### src/rtl/cnn_host_if.sv
// Command/data input stream and readback output stream between the PS/DMA side and cnn_host.
interface cnn_host_if #(parameter int DATA_SIZE = 32);
  logic                 s_valid;
  logic                 s_ready;
  logic [DATA_SIZE-1:0] s_data;
  logic                 s_last;
  logic                 m_valid;
  logic                 m_ready;
  logic [DATA_SIZE-1:0] m_data;
  logic                 m_last;

  modport master (output s_valid, s_data, s_last, m_ready,
                  input  s_ready, m_valid, m_data, m_last);
  modport slave  (input  s_valid, s_data, s_last, m_ready,
                  output s_ready, m_valid, m_data, m_last);
endinterface

### src/rtl/cnn_host.sv
// Host command engine: decodes header/data words into BRAM segment writes,
// drives the core start/done handshake, and streams the out memory back.
module cnn_host #(
  parameter int DATA_SIZE = 32,
  parameter int MEM_SIZE  = 32,
  parameter int CNT_SIZE  = 24
) (
  input  logic                 clk,
  input  logic                 rst,
  cnn_host_if.slave            bus,
  output logic [MEM_SIZE-1:0]  wr_ad,
  output logic [DATA_SIZE-1:0] wr_wd,
  output logic [3:0]           ps_we,
  output logic [3:0]           in_we,
  output logic [3:0]           w_we,
  output logic [3:0]           b_we,
  output logic [MEM_SIZE-1:0]  out_ad,
  input  logic [DATA_SIZE-1:0] out_rd,
  output logic                 cnn_en,
  input  logic                 cnn_done,
  output logic                 busy,
  output logic                 err
);

  typedef enum logic [2:0] {IDLE, HDR, LOAD, RUN, WAIT, RB_REQ, RB_CAP, RB_OUT} state_t;

  state_t              state, state_nx;
  logic [3:0]          op;
  logic [3:0]          hdr_op;
  logic [CNT_SIZE-1:0] cnt, idx, idx_nx, hdr_cnt;
  logic [MEM_SIZE-1:0] idx_w, idx_nx_w, idx_ad, idx_nx_ad;
  logic                s_fire, m_fire, last_word;

  assign hdr_op    = bus.s_data[DATA_SIZE-1 -: 4];
  assign hdr_cnt   = bus.s_data[CNT_SIZE-1:0];
  assign s_fire    = bus.s_valid && bus.s_ready;
  assign m_fire    = bus.m_valid && bus.m_ready;
  assign last_word = (idx == cnt - CNT_SIZE'(1));
  assign idx_nx    = idx + CNT_SIZE'(1);
  assign idx_w     = MEM_SIZE'(idx);
  assign idx_nx_w  = MEM_SIZE'(idx_nx);
  assign idx_ad    = {idx_w[MEM_SIZE-3:0], 2'b00};
  assign idx_nx_ad = {idx_nx_w[MEM_SIZE-3:0], 2'b00};

  always_ff @(posedge clk or negedge rst) begin
    if (!rst) state <= IDLE;
    else      state <= state_nx;
  end

  always_comb begin
    state_nx    = state;
    bus.s_ready = 1'b0;
    bus.m_valid = 1'b0;
    bus.m_last  = 1'b0;
    cnn_en      = 1'b0;
    busy        = 1'b1;
    case (state)
      IDLE: begin
        busy     = 1'b0;
        state_nx = HDR;
      end
      HDR: begin
        busy        = 1'b0;
        bus.s_ready = 1'b1;
        if (bus.s_valid) begin
          case (hdr_op)
            4'd0, 4'd1, 4'd2, 4'd3: if (hdr_cnt != '0) state_nx = LOAD;
            4'd4:                   state_nx = RUN;
            4'd5:                   if (hdr_cnt != '0) state_nx = RB_REQ;
            default:                state_nx = HDR;
          endcase
        end
      end
      LOAD: begin
        bus.s_ready = 1'b1;
        if (bus.s_valid && (last_word || bus.s_last)) state_nx = HDR;
      end
      RUN: begin
        cnn_en   = 1'b1;
        state_nx = WAIT;
      end
      WAIT:   if (cnn_done) state_nx = HDR;
      RB_REQ: state_nx = RB_CAP;
      RB_CAP: state_nx = RB_OUT;
      RB_OUT: begin
        bus.m_valid = 1'b1;
        bus.m_last  = last_word;
        if (bus.m_ready) state_nx = last_word ? HDR : RB_REQ;
      end
      default: state_nx = IDLE;
    endcase
  end

  // Write enables are single-cycle pulses; address and data simply hold between writes.
  always_ff @(posedge clk or negedge rst) begin
    if (!rst) begin
      op         <= '0;
      cnt        <= '0;
      idx        <= '0;
      err        <= 1'b0;
      wr_ad      <= '0;
      wr_wd      <= '0;
      ps_we      <= '0;
      in_we      <= '0;
      w_we       <= '0;
      b_we       <= '0;
      out_ad     <= '0;
      bus.m_data <= '0;
    end else begin
      ps_we <= '0;
      in_we <= '0;
      w_we  <= '0;
      b_we  <= '0;
      case (state)
        HDR: if (s_fire) begin
          op     <= hdr_op;
          cnt    <= hdr_cnt;
          idx    <= '0;
          out_ad <= '0;
          if (hdr_op > 4'd5) err <= 1'b1;
        end
        LOAD: if (s_fire) begin
          wr_ad <= idx_ad;
          wr_wd <= bus.s_data;
          case (op)
            4'd0:    ps_we <= 4'hF;
            4'd1:    in_we <= 4'hF;
            4'd2:    w_we  <= 4'hF;
            default: b_we  <= 4'hF;
          endcase
          if (bus.s_last && !last_word) err <= 1'b1;
          idx <= idx_nx;
        end
        RB_CAP: bus.m_data <= out_rd;
        // Next read address is presented during RB_REQ so out_rd lands in RB_CAP.
        RB_OUT: if (m_fire) begin
          idx    <= idx_nx;
          out_ad <= idx_nx_ad;
        end
        default: ;
      endcase
    end
  end

endmodule
### src/flat_wrapper.sv
// flat-port wrapper written by rule: the top's interface ports become plain ports
module cnn_host_flat 
#(
  parameter int DATA_SIZE = 32,
  parameter int MEM_SIZE  = 32,
  parameter int CNT_SIZE  = 24
)
  (clk, rst, wr_ad, wr_wd, ps_we, in_we, w_we, b_we, out_ad, out_rd, cnn_en, cnn_done, busy, err, bus_s_valid, bus_s_data, bus_s_last, bus_m_ready, bus_s_ready, bus_m_valid, bus_m_data, bus_m_last);
  cnn_host_if #(.DATA_SIZE(DATA_SIZE)) bus_i ();
  input  logic clk;
  input  logic rst;
  output logic [MEM_SIZE-1:0] wr_ad;
  output logic [DATA_SIZE-1:0] wr_wd;
  output logic [3:0] ps_we;
  output logic [3:0] in_we;
  output logic [3:0] w_we;
  output logic [3:0] b_we;
  output logic [MEM_SIZE-1:0] out_ad;
  input  logic [DATA_SIZE-1:0] out_rd;
  output logic cnn_en;
  input  logic cnn_done;
  output logic busy;
  output logic err;
  input wire logic [$bits(bus_i.s_valid)-1:0] bus_s_valid;
  input wire logic [$bits(bus_i.s_data)-1:0] bus_s_data;
  input wire logic [$bits(bus_i.s_last)-1:0] bus_s_last;
  input wire logic [$bits(bus_i.m_ready)-1:0] bus_m_ready;
  output wire logic [$bits(bus_i.s_ready)-1:0] bus_s_ready;
  output wire logic [$bits(bus_i.m_valid)-1:0] bus_m_valid;
  output wire logic [$bits(bus_i.m_data)-1:0] bus_m_data;
  output wire logic [$bits(bus_i.m_last)-1:0] bus_m_last;
  assign bus_i.s_valid = bus_s_valid;
  assign bus_i.s_data = bus_s_data;
  assign bus_i.s_last = bus_s_last;
  assign bus_i.m_ready = bus_m_ready;
  assign bus_s_ready = bus_i.s_ready;
  assign bus_m_valid = bus_i.m_valid;
  assign bus_m_data = bus_i.m_data;
  assign bus_m_last = bus_i.m_last;
  cnn_host #(.DATA_SIZE(DATA_SIZE), .MEM_SIZE(MEM_SIZE), .CNT_SIZE(CNT_SIZE)) u_core (.clk(clk), .rst(rst), .bus(bus_i), .wr_ad(wr_ad), .wr_wd(wr_wd), .ps_we(ps_we), .in_we(in_we), .w_we(w_we), .b_we(b_we), .out_ad(out_ad), .out_rd(out_rd), .cnn_en(cnn_en), .cnn_done(cnn_done), .busy(busy), .err(err));
endmodule
### config.mk
export PLATFORM = sky130hd
export DESIGN_NAME = cnn_host_flat
export DESIGN_NICKNAME = d
export VERILOG_FILES = /design/src/rtl/cnn_host_if.sv /design/src/rtl/cnn_host.sv /design/src/flat_wrapper.sv
export SDC_FILE = /design/constraint.sdc
export NUM_CORES = 1
export LEC_CHECK = 0
export BUFFER_PORTS_ARGS = -buffer_cell sky130_fd_sc_hd__buf_2
export CAP_MARGIN = 10
export CORE_MARGIN = 3
export CORE_UTILIZATION = 50
export CTS_CLUSTER_DIAMETER = 40
export CTS_CLUSTER_SIZE = 28
export DETAILED_ROUTE_END_ITERATION = 16
export GPL_ROUTABILITY_DRIVEN = 0
export PLACE_DENSITY_LB_ADDON = 0.15
export SLEW_MARGIN = 20
export SYNTH_ARGS = -nofsm -noshare
export SYNTH_HDL_FRONTEND = slang
export SYNTH_SLANG_ARGS = --single-unit
### constraint.sdc
create_clock -name clk -period 3.1 [get_ports clk]
set_clock_uncertainty 0.15 [all_clocks]
set_input_delay 0.31 -clock clk [delete_from_list [all_inputs] [get_ports clk]]
set_output_delay 0.31 -clock clk [all_outputs]
set_load 0.02 [all_outputs]
# --- Word-level counts from Yosys, hierarchy flattened ---
# Index checks and enable logic that the tools add are counted.
word_totals:
  reg_bits: 192
  word_cells: 103
  in_bits: 70
  out_inout_bits: 150
classes:
  n_reduce_logical: 23
  eq_ne: 26
  n_mux: 38
  magnitude_cmp: 1
  n_addsub: 2
ops:
  columns: ["op", "count"]
  rows:
  - ["2-to-1 mux 24 bit", 3]
  - ["one-hot mux 24 bit (3 select lines)", 1]
  - ["2-to-1 mux 32 bit", 2]
  - ["one-hot mux 32 bit (2 select lines)", 1]
  - ["2-to-1 mux 4 bit", 12]
  - ["adder 24 x 1 -> 24 bit (second input constant)", 1]
  - ["equality test 24 bit", 1]
  - ["one-hot mux 3 bit (8 select lines)", 1]
  - ["nonzero test 24 bit", 1]
  - ["subtractor 24 x 1 -> 24 bit (second input constant)", 1]
  - ["2-to-1 mux 3 bit", 7]
  - ["equality test 3 bit (second input constant)", 4]
  - ["equality test 4 x 2 -> 1 bit (second input constant)", 3]
  - ["inequality test 2 x 1 -> 1 bit (second input constant)", 6]
  - ["2-to-1 mux 1 bit", 9]
  - ["one-hot mux 3 bit (3 select lines)", 1]
  - ["equality test 4 x 1 -> 1 bit (second input constant)", 2]
  - ["equality test 4 x 3 -> 1 bit (second input constant)", 2]
  - ["logical NOT 4 bit", 2]
  - ["equality test 3 x 2 -> 1 bit (second input constant)", 2]
  - ["inequality test 2 bit (second input constant)", 3]
  - ["inequality test 3 x 2 -> 1 bit (second input constant)", 2]
  - ["AND reduction 6 bit", 1]
  - ["AND reduction 5 bit", 1]
  - ["other kinds (15)", 21]

# --- Longest topological paths before layout ---
# Gate-level depths: netlist (run 1).
depth:
  depth_word: 7
  ltp_mapped: 12
  mapped_depth_nobuf: 9

# --- Worst setup path after synthesis (run 1) ---
# No wires, ideal clock.
synth_timing:
  path_kind: "flip-flop to output port"
  from: "reg u_core.cnt[0]"
  to: "out bus_m_last"
  required_time_ns: 2.640
  arrival_ns: 2.228
  slack_ns: 0.412
  n_path_buf: 0
  path_stages_with_launch: 10
  cell_sequence: "dfrtp_1 > inv_1 > ha_1 > nor2b_1 > nand4_2 > xnor2_1 > or3_1 > a21boi_0 > nand4_1 > nor2_1"
synth_between:
  elab_chain_len: 3
synth_lines:
  columns: ["element", "line_no", "rtl"]
  rows:
  - ["start, declared", "cnn_host.sv:30", "logic [CNT_SIZE-1:0] cnt, idx, idx_nx, hdr_cnt;"]
  - ["start signal, assigned", "cnn_host.sv:117", "cnt <= hdr_cnt;"]
  - ["subtractor 24 x 1 -> 24 bit", "cnn_host.sv:38", "assign last_word = (idx == cnt - CNT_SIZE'(1));"]
  - ["equality test 24 bit", "cnn_host.sv:38", null]
  - ["2-to-1 mux 1 bit", "cnn_host.sv:57", "case (state)"]
  - ["end, declared", "flat_wrapper.sv:31", "output wire logic [$bits(bus_i.m_last)-1:0] bus_m_last;"]
# No other way between the ends.

# --- Worst setup path after layout (run 1) ---
layout_timing:
  from: "reg u_core.cnt[4]"
  to: "out bus_m_last"
# The elaborated chain is that of the path after synthesis.

==> impl_metrics.toml, run 1 <==
[floorplan]
core_area_um2 = 16200
initial_core_util_pct = 51.9
dieWidth_um = 136
rows = 46
chipHeight_um = 136
ios = 220
die-area_um2 = 18400

[yosys]
yosys.area.top_type = "dfrtp_1"
synthFlopType = "dfrtp_1"
yosys.cell_types.count = 61
synthTopCellsByCount = "172 x dfrtp_1, 114 x mux2_2, 60 x o21ai_0"
yosysMostFrequentCell = "dfrtp_1"
seq_area_frac_synth_pct = 51.3
synth-edff-count = 0
syn_inst = 755
syn_avg_cell_area_um2 = 11.1
synthTopCellsByArea = "dfrtp_1 51%, mux2_2 15%, xnor2_1 3.9%, o21ai_0 3.6%, buf_4 2.5%"
synth_area_um2 = 8400
ys_warn_count = 0
synth_top_area_share_pct = 51.3
synth-seq-cells = 172
async_flop_share_pct = 100

[grt]
grt_pass1_wl_um = 33400
grt_pass1_vias = 6548
grt.overflow.total = 0
grt_usage_pct = 23.0
grt_max_degree = 68
antenna_found_initial = 0

[run_status]
violations = "negative setup slack"
status = "complete, but fails checks"

[power]
power_mw = 9.36
internal-power_mw = 5.72
swShare_pct = 38.9
clkPwrFrac_pct = 21.3
vdd.ir_drop.worst_v = 0.000562
p_leak_nw = 5.04
p_sw_mw = 3.64
p_comb_share_pct = 40.4
seqPwrFrac_pct = 38.3
power_per_cell_area_nw_per_um2 = 864

[clock_network]
cts_buffers = 17
clkSlewWorstSetupHoldPaths_ns = 0.07
root_buffer = "clkbuf_16"
htreeDepth = 4
clock_latency_ns = 0.43
cts_tree = "built"
clkSinkCount = 172
cts_buffer_depth = 2

[placement]
post_dp_cell_area_um2 = 9490
numPortBuffers = 203
dpl.hpwl_um = 14500

[detailed_routing]
drtPass1Iterations = 5
viasPerCell = 5.34
postRouteAntennaNets = 0
routed_wl_um = 20800
drt_iter0_markers = 412
drcViolationCount = 0
wl_per_cell_um = 17.0
routed-via-count = 6517

[layout]
synthToLayoutAreaGrowth_pct = 29.0
stdcell_area_um2 = 10800
n_fill_cell = 1257
layout.nets = 1064
num_antenna_cells = 0
drive_above_1_share_pct = 42.1

[sta]
setup-violations-final = 1
tightestPinTransition_ns = 0.909
hold_viol = 0
period_share_pct = 103
rsz0062_at_grt = "true"
fin_ws_ns = -0.0846
min_period_ns = 3.18
setup_tns_ns = -0.0846
max_freq_ghz = 0.314
final_max_slew_viol_count = 0
relSlewSlack_pct = 39.4

[hold_path]
worstHoldStart = "bus_s_data[23]"
hold_depth = 2
hp-class = "input pin to flip-flop"
min_to = "u_core.wr_wd[23]$_DFFE_PN0P_"

[critical_path]
regToRegSetupSlack_ns = 0.50
crit_fanout = 4
worstReg2RegStart = "u_core.idx[0]$_DFFE_PN0P_"
startpoint_type = "flip-flop"
rr_endpoint = "u_core.out_ad[24]$_DFFE_PN0P_"
worstSetupEndpointType = "primary output"
worstRegToRegCells = 8
crit_arrival_ns = 2.72
required_ns = 2.64
critPathKind = "flip-flop to primary output"

[flow_run]
maxCapViolCount = 0
-- power groups by stage --
| stage | combinational, mW | clock, mW | sequential (mW) |
|---|---|---|---|
| after floorplan | 1.93 | 0 | 3.97 |
| after global placement | 3.38 | 0 | 3.51 |
| after detailed placement | 3.41 | 0 | 3.55 |
| after CTS | 3.64 | 2.03 | 3.53 |
| after global routing | 4.09 | 2.13 | 3.69 |
| final | 3.78 | 1.99 | 3.58 |
-- critical path: stages (launching register included) --
cell and delay (ns):
dfrtp_2 0.44, or4_4 0.58, nor2_4 0.13, nand4b_1 0.12, xnor2_1 0.18, nor4_1 0.30
nand4_1 0.24, nor2_1 0.15, buf_4 0.16
-- cell families after synthesis --
group / after synthesis / share of synthesized area, %
buf+inv: 91 / 5.69
mux: 114 / 15.3
simple gates: 201 / 13.1
flops: 172 / 51.3
compound gates: 118 / 8.44
xor+xnor: 56 / 5.84
other cells: 1 / 0.0447
fa+ha+maj: 2 / 0.298
-- routing by layer --
metal / vias up / routed length, µm / global-route usage (%)
li1: 3105 / - / -
met2: 212 / 10000 / 37.0
met5: - / 0 / 0
met3: 38 / 1170 / 5.27
met4: 0 / 474 / 7.73
met1: 3162 / 9130 / 31.0
-- placed cells by master (no fill, tap or decap), types with 4 or more instances in the layout --
| master | n |
|---|---|
| o31ai_1 | 6 |
| buf_2 | 201 |
| o21ai_0 | 59 |
| or3_1 | 7 |
| dfrtp_1 | 167 |
| dfrtp_2 | 5 |
| xor2_1 | 19 |
| o21ai_1 | 6 |
| nand2_1 | 44 |
| inv_1 | 12 |
| mux2_2 | 114 |
| nand4_1 | 4 |
| and4_1 | 5 |
| and2_1 | 4 |
| nor3_1 | 5 |
| a31oi_1 | 7 |
| nor4_4 | 6 |
| a21oi_1 | 11 |
| buf_4 | 29 |
| xnor2_1 | 36 |
| clkbuf_16 | 17 |
| nor2_1 | 35 |
| clkinvlp_4 | 6 |
| dlygate4sd3_1 | 49 |
| nor4_1 | 8 |
| and3_1 | 6 |
| nor3b_1 | 4 |
| nand3_1 | 39 |
| conb_1 | 16 |
| nor3_2 | 5 |
-- worst max path at each step --
stage | slack [ns] | from | end | cells after the start
after floorplan | 0.41 | u_core.cnt[0]$_DFFE_PN0P_ | bus_m_last | 9
after global placement | 0.18 | u_core.cnt[0]$_DFFE_PN0P_ | bus_m_last | 10
after detailed placement | 0.13 | u_core.cnt[0]$_DFFE_PN0P_ | bus_m_last | 10
after CTS | -0.04 | u_core.cnt[6]$_DFFE_PN0P_ | bus_m_last | 8
after global routing | -0.22 | u_core.cnt[1]$_DFFE_PN0P_ | bus_m_last | 10
final | -0.08 | u_core.cnt[4]$_DFFE_PN0P_ | bus_m_last | 8
-- stage by stage --
| stage | hold WS (ns) | setup WS (ns) | utilization [%] | std cells |
|---|---|---|---|---|
| global route | 0.00147 | -0.221 | 67.0 | 1221 |
| floorplan | -0.136 | 0.412 | - | 770 |
| detailed placement | 0.128 | 0.130 | 58.7 | 1129 |
| CTS | 0.000144 | -0.0422 | 66.1 | 1218 |
| finish | 0.0102 | -0.0846 | 67.0 | 1221 |
| global placement | 0.130 | 0.185 | 58.7 | 1129 |
-- what timing repair did --
action / in CTS / in global routing
resized for setup: 20 / 21
setup endpoints to repair: 1 / 1
hold buffers: 49 / 0
setup buffers: 8 / 3
pin swaps: 7 / 11
gates cloned: 0 / 0
endpoints found under the hold margin: 101 / 0
-- sequential cells by signal (all words and copies together) (netlist names) --
signal / count
u_core.b_we: 1
u_core.bus.m_data: 32
u_core.cnt: 24
u_core.err: 1
u_core.idx: 24
u_core.in_we: 1
u_core.op: 4
u_core.out_ad: 24
u_core.ps_we: 1
u_core.state: 3
u_core.w_we: 1
u_core.wr_ad: 24
u_core.wr_wd: 32
-- final cells by class --
| class | count | area, µm² | share of cell area, % |
|---|---|---|---|
| Clock buffer | 21 | 470 | 4.34 |
| Multi-Input combinational cell | 507 | 3880 | 35.9 |
| Tap cell | 216 | 270 | 2.50 |
| Inverter | 12 | 45.0 | 0.416 |
| Clock inverter | 11 | 85.1 | 0.786 |
| Sequential cell | 172 | 4310 | 39.8 |
| Timing Repair Buffer | 282 | 1770 | 16.3 |
No activity file was read; power rests on OpenSTA's default activity.
==> inputs of run 2 (changes only) <==
Settings changed: ABC_AREA from default to 1, HOLD_SLACK_MARGIN from default to 0.15, MAX_ROUTING_LAYER from default to met4.
==> run 2 against run 1 <==
Net effect:
- the run now ends clean
- hold slack improved by 0.18 ns
- critical path depth increased by 1
- synthesized cell count increased by 28%
- die area increased by 2.1%
- total power increased by 2.5%
- clock-buffer cell count decreased by 4
- combinational power increased by 5%
- flip-flop and latch count unchanged
- via count increased by 12%
- register-to-register slack improved by 0.18 ns
- final cell count increased by 19%
- fmax increased by 9.1%
- critical path type unchanged
==> impl_metrics.toml, run 2 <==
[run_status]
status = "completed"

[hold_path]
hold_depth = 5
worstHoldStart = "bus_s_valid"
min_to = "u_core.state[1]$_DFFE_PN0P_"
hp-class = "input pin to flip-flop"

[power]
power_per_cell_area_nw_per_um2 = 874
vdd.ir_drop.worst_v = 0.000639
p_leak_nw = 5.56

[sta]
fin_ws_ns = 0.180
rsz0062_at_grt = "false"
tightestPinTransition_ns = 0.816
relSlewSlack_pct = 45.6
setup-violations-final = 0
setup_tns_ns = 0
final_max_slew_viol_count = 0
min_period_ns = 2.92
hold_viol = 0
period_share_pct = 94.2
max_freq_ghz = 0.343

[clock_network]
root_buffer = "clkbuf_16"
htreeDepth = 4
cts_setup_buffers = 0
cts_buffers = 17
clock_latency_ns = 0.43
cts_tree = "built"
clkSinkCount = 172
cts_buffer_depth = 2
clkSlewWorstSetupHoldPaths_ns = 0.07

[grt]
grt_usage_pct = 24.8
grt_pass1_wl_um = 35600
antenna_found_initial = 0
grt_pass1_vias = 6974
grt_max_degree = 88
grt.overflow.total = 0

[yosys]
yosys.area.top_type = "dfrtp_1"
synth_compound_area_share_pct = 10.3
synth_mux_area_share_pct = 4.86
synth_fa_ha_area_share_pct = 0.292
syn_avg_cell_area_um2 = 8.85
synth_top_family_by_area = "simple AND/OR/NAND/NOR gates"
async_flop_share_pct = 100
synth-seq-cells = 172
synthTopCellsByArea = "dfrtp_1 50%, nand2_1 10%, o21ai_0 6.0%, mux2_2 4.9%, inv_1 4.2%"
synthXorXnorAreaFrac_pct = 3.88
yosysMostFrequentCell = "nand2_1"
syn_inst = 969
synth_area_um2 = 8580
ys_warn_count = 0
yosys.cell_types.count = 44
synthTopCellsByCount = "228 x nand2_1, 172 x dfrtp_1, 103 x o21ai_0"
synthFlopType = "dfrtp_1"
synth_top_area_share_pct = 50.2
synth-edff-count = 0
synth-simple-area-share_pct = 21.7
seq_area_frac_synth_pct = 50.2

[detailed_routing]
drtPass1Iterations = 5
drt-met1-wl_um = 9960
wl_per_cell_um = 15.3
viasPerCell = 5.01
drt_iter0_markers = 492
routed_wl_um = 22200
top_layer = "met4"
routed-via-count = 7291
dr_wl_met3_um = 1030
drcViolationCount = 0
dr_wl_met2_um = 10900
postRouteAntennaNets = 0

[flow_run]
maxCapViolCount = 0

[floorplan]
chipHeight_um = 137
core_area_um2 = 16700
initial_core_util_pct = 51.4
rows = 47
dieWidth_um = 137
ios = 220
die-area_um2 = 18800

[placement]
dpl.hpwl_um = 15700
numPortBuffers = 203
dp_slack_ns = 0.600
post_dp_cell_area_um2 = 9690
dp_cells = 1358

[critical_path]
crit_fanout = 7
worstSetupEndpointType = "primary output"
rr_endpoint = "u_core.state[2]$_DFFE_PN0P_"
critPathKind = "flip-flop to primary output"
required_ns = 2.64
crit_arrival_ns = 2.46
worstReg2RegStart = "u_core.cnt[0]$_DFFE_PN0P_"
worstRegToRegCells = 17
regToRegSetupSlack_ns = 0.68
startpoint_type = "flip-flop"

[layout]
num_antenna_cells = 0
utilization_pct = 65.7
stdcell_area_um2 = 11000
n_fill_cell = 1410
top_regs = "u_core.bus.m_data x32, u_core.wr_wd x32"
multiInputGateArea_um2 = 3620
drive_above_1_share_pct = 28.5
final_common_cell = "nand2_1"
regArea_um2 = 4300
final_cell_mix = "227 x nand2_1, 202 x buf_2, 172 x dfrtp_1"
synthToLayoutAreaGrowth_pct = 27.9
layout.nets = 1295
stdcell_count = 1456
run 2: where the power goes:
| group | leakage (nW) | switching (mW) | internal [mW] | total, mW |
|---|---|---|---|---|
| Sequential | 2.22 | 0.520 | 3.00 | 3.52 |
| Combinational | 3.04 | 2.58 | 1.39 | 3.97 |
| Clock | 0.292 | 1.02 | 1.09 | 2.10 |
| Total | 5.56 | 4.11 | 5.48 | 9.59 |
run 2: worst max-delay path by stage:
stage | depth (start not counted) | end | slack (ns) | from
floorplan | 9 | bus_m_last | 0.84 | u_core.cnt[0]$_DFFE_PN0P_
global placement | 11 | bus_m_last | 0.62 | u_core.cnt[0]$_DFFE_PN0P_
detailed placement | 11 | bus_m_last | 0.60 | u_core.cnt[0]$_DFFE_PN0P_
CTS | 11 | bus_m_last | 0.13 | u_core.cnt[0]$_DFFE_PN0P_
global route | 11 | bus_m_last | 0.02 | u_core.cnt[0]$_DFFE_PN0P_
finish | 9 | bus_m_last | 0.18 | u_core.cnt[2]$_DFFE_PN0P_
run 2: layer usage:
layer	global-route usage, %	vias to the layer above
met3	3.42	23
met5	-	-
met2	39.0	214
li1	-	3598
met1	34.0	3456
met4	6.82	0
run 2: worst max-delay path: stages, from the launching register on:
cell and delay [ns]:
dfrtp_1 0.41, nor2_1 0.12, nand2_2 0.15, nor2_4 0.21, xor2_1 0.24, nand3_1 0.10, nor4_1 0.27, nand4_1 0.21
nor2_1 0.13, buf_2 0.17
run 2: logic make-up after synthesis:
group	count (synthesis)
adders and majority gates	2
muxes	37
other	1
xor gates and xnor gates	38
DFF	172
buffers and inverters	167
AOI/OAI and AO/OA	148
and+or+nand+nor	404
run 2: stage by stage:
stage | hold WS [ns] | total power, mW
after detailed placement | 0.263 | 7.39
after global routing | 0.188 | 10.3
final | 0.186 | 9.59
after CTS | 0.174 | 9.58
after global placement | 0.265 | 7.33
after floorplan | -0.136 | 6.18
run 2: repair_timing:
item / CTS / global route
hold buffers: 66 / 0
hold endpoints to repair: 173 / 0
resized for setup: 0 / 6
endpoints found under the setup margin: 0 / 1
run 2: area by class of cell:
class | count | share of cell area, %
clock buffer | 17 | 3.88
sequential | 172 | 39.2
clock inverter | 15 | 1.56
inverter | 111 | 3.80
tap | 220 | 2.51
timing repair buffer | 276 | 16.0
multi-input combinational | 645 | 33.0
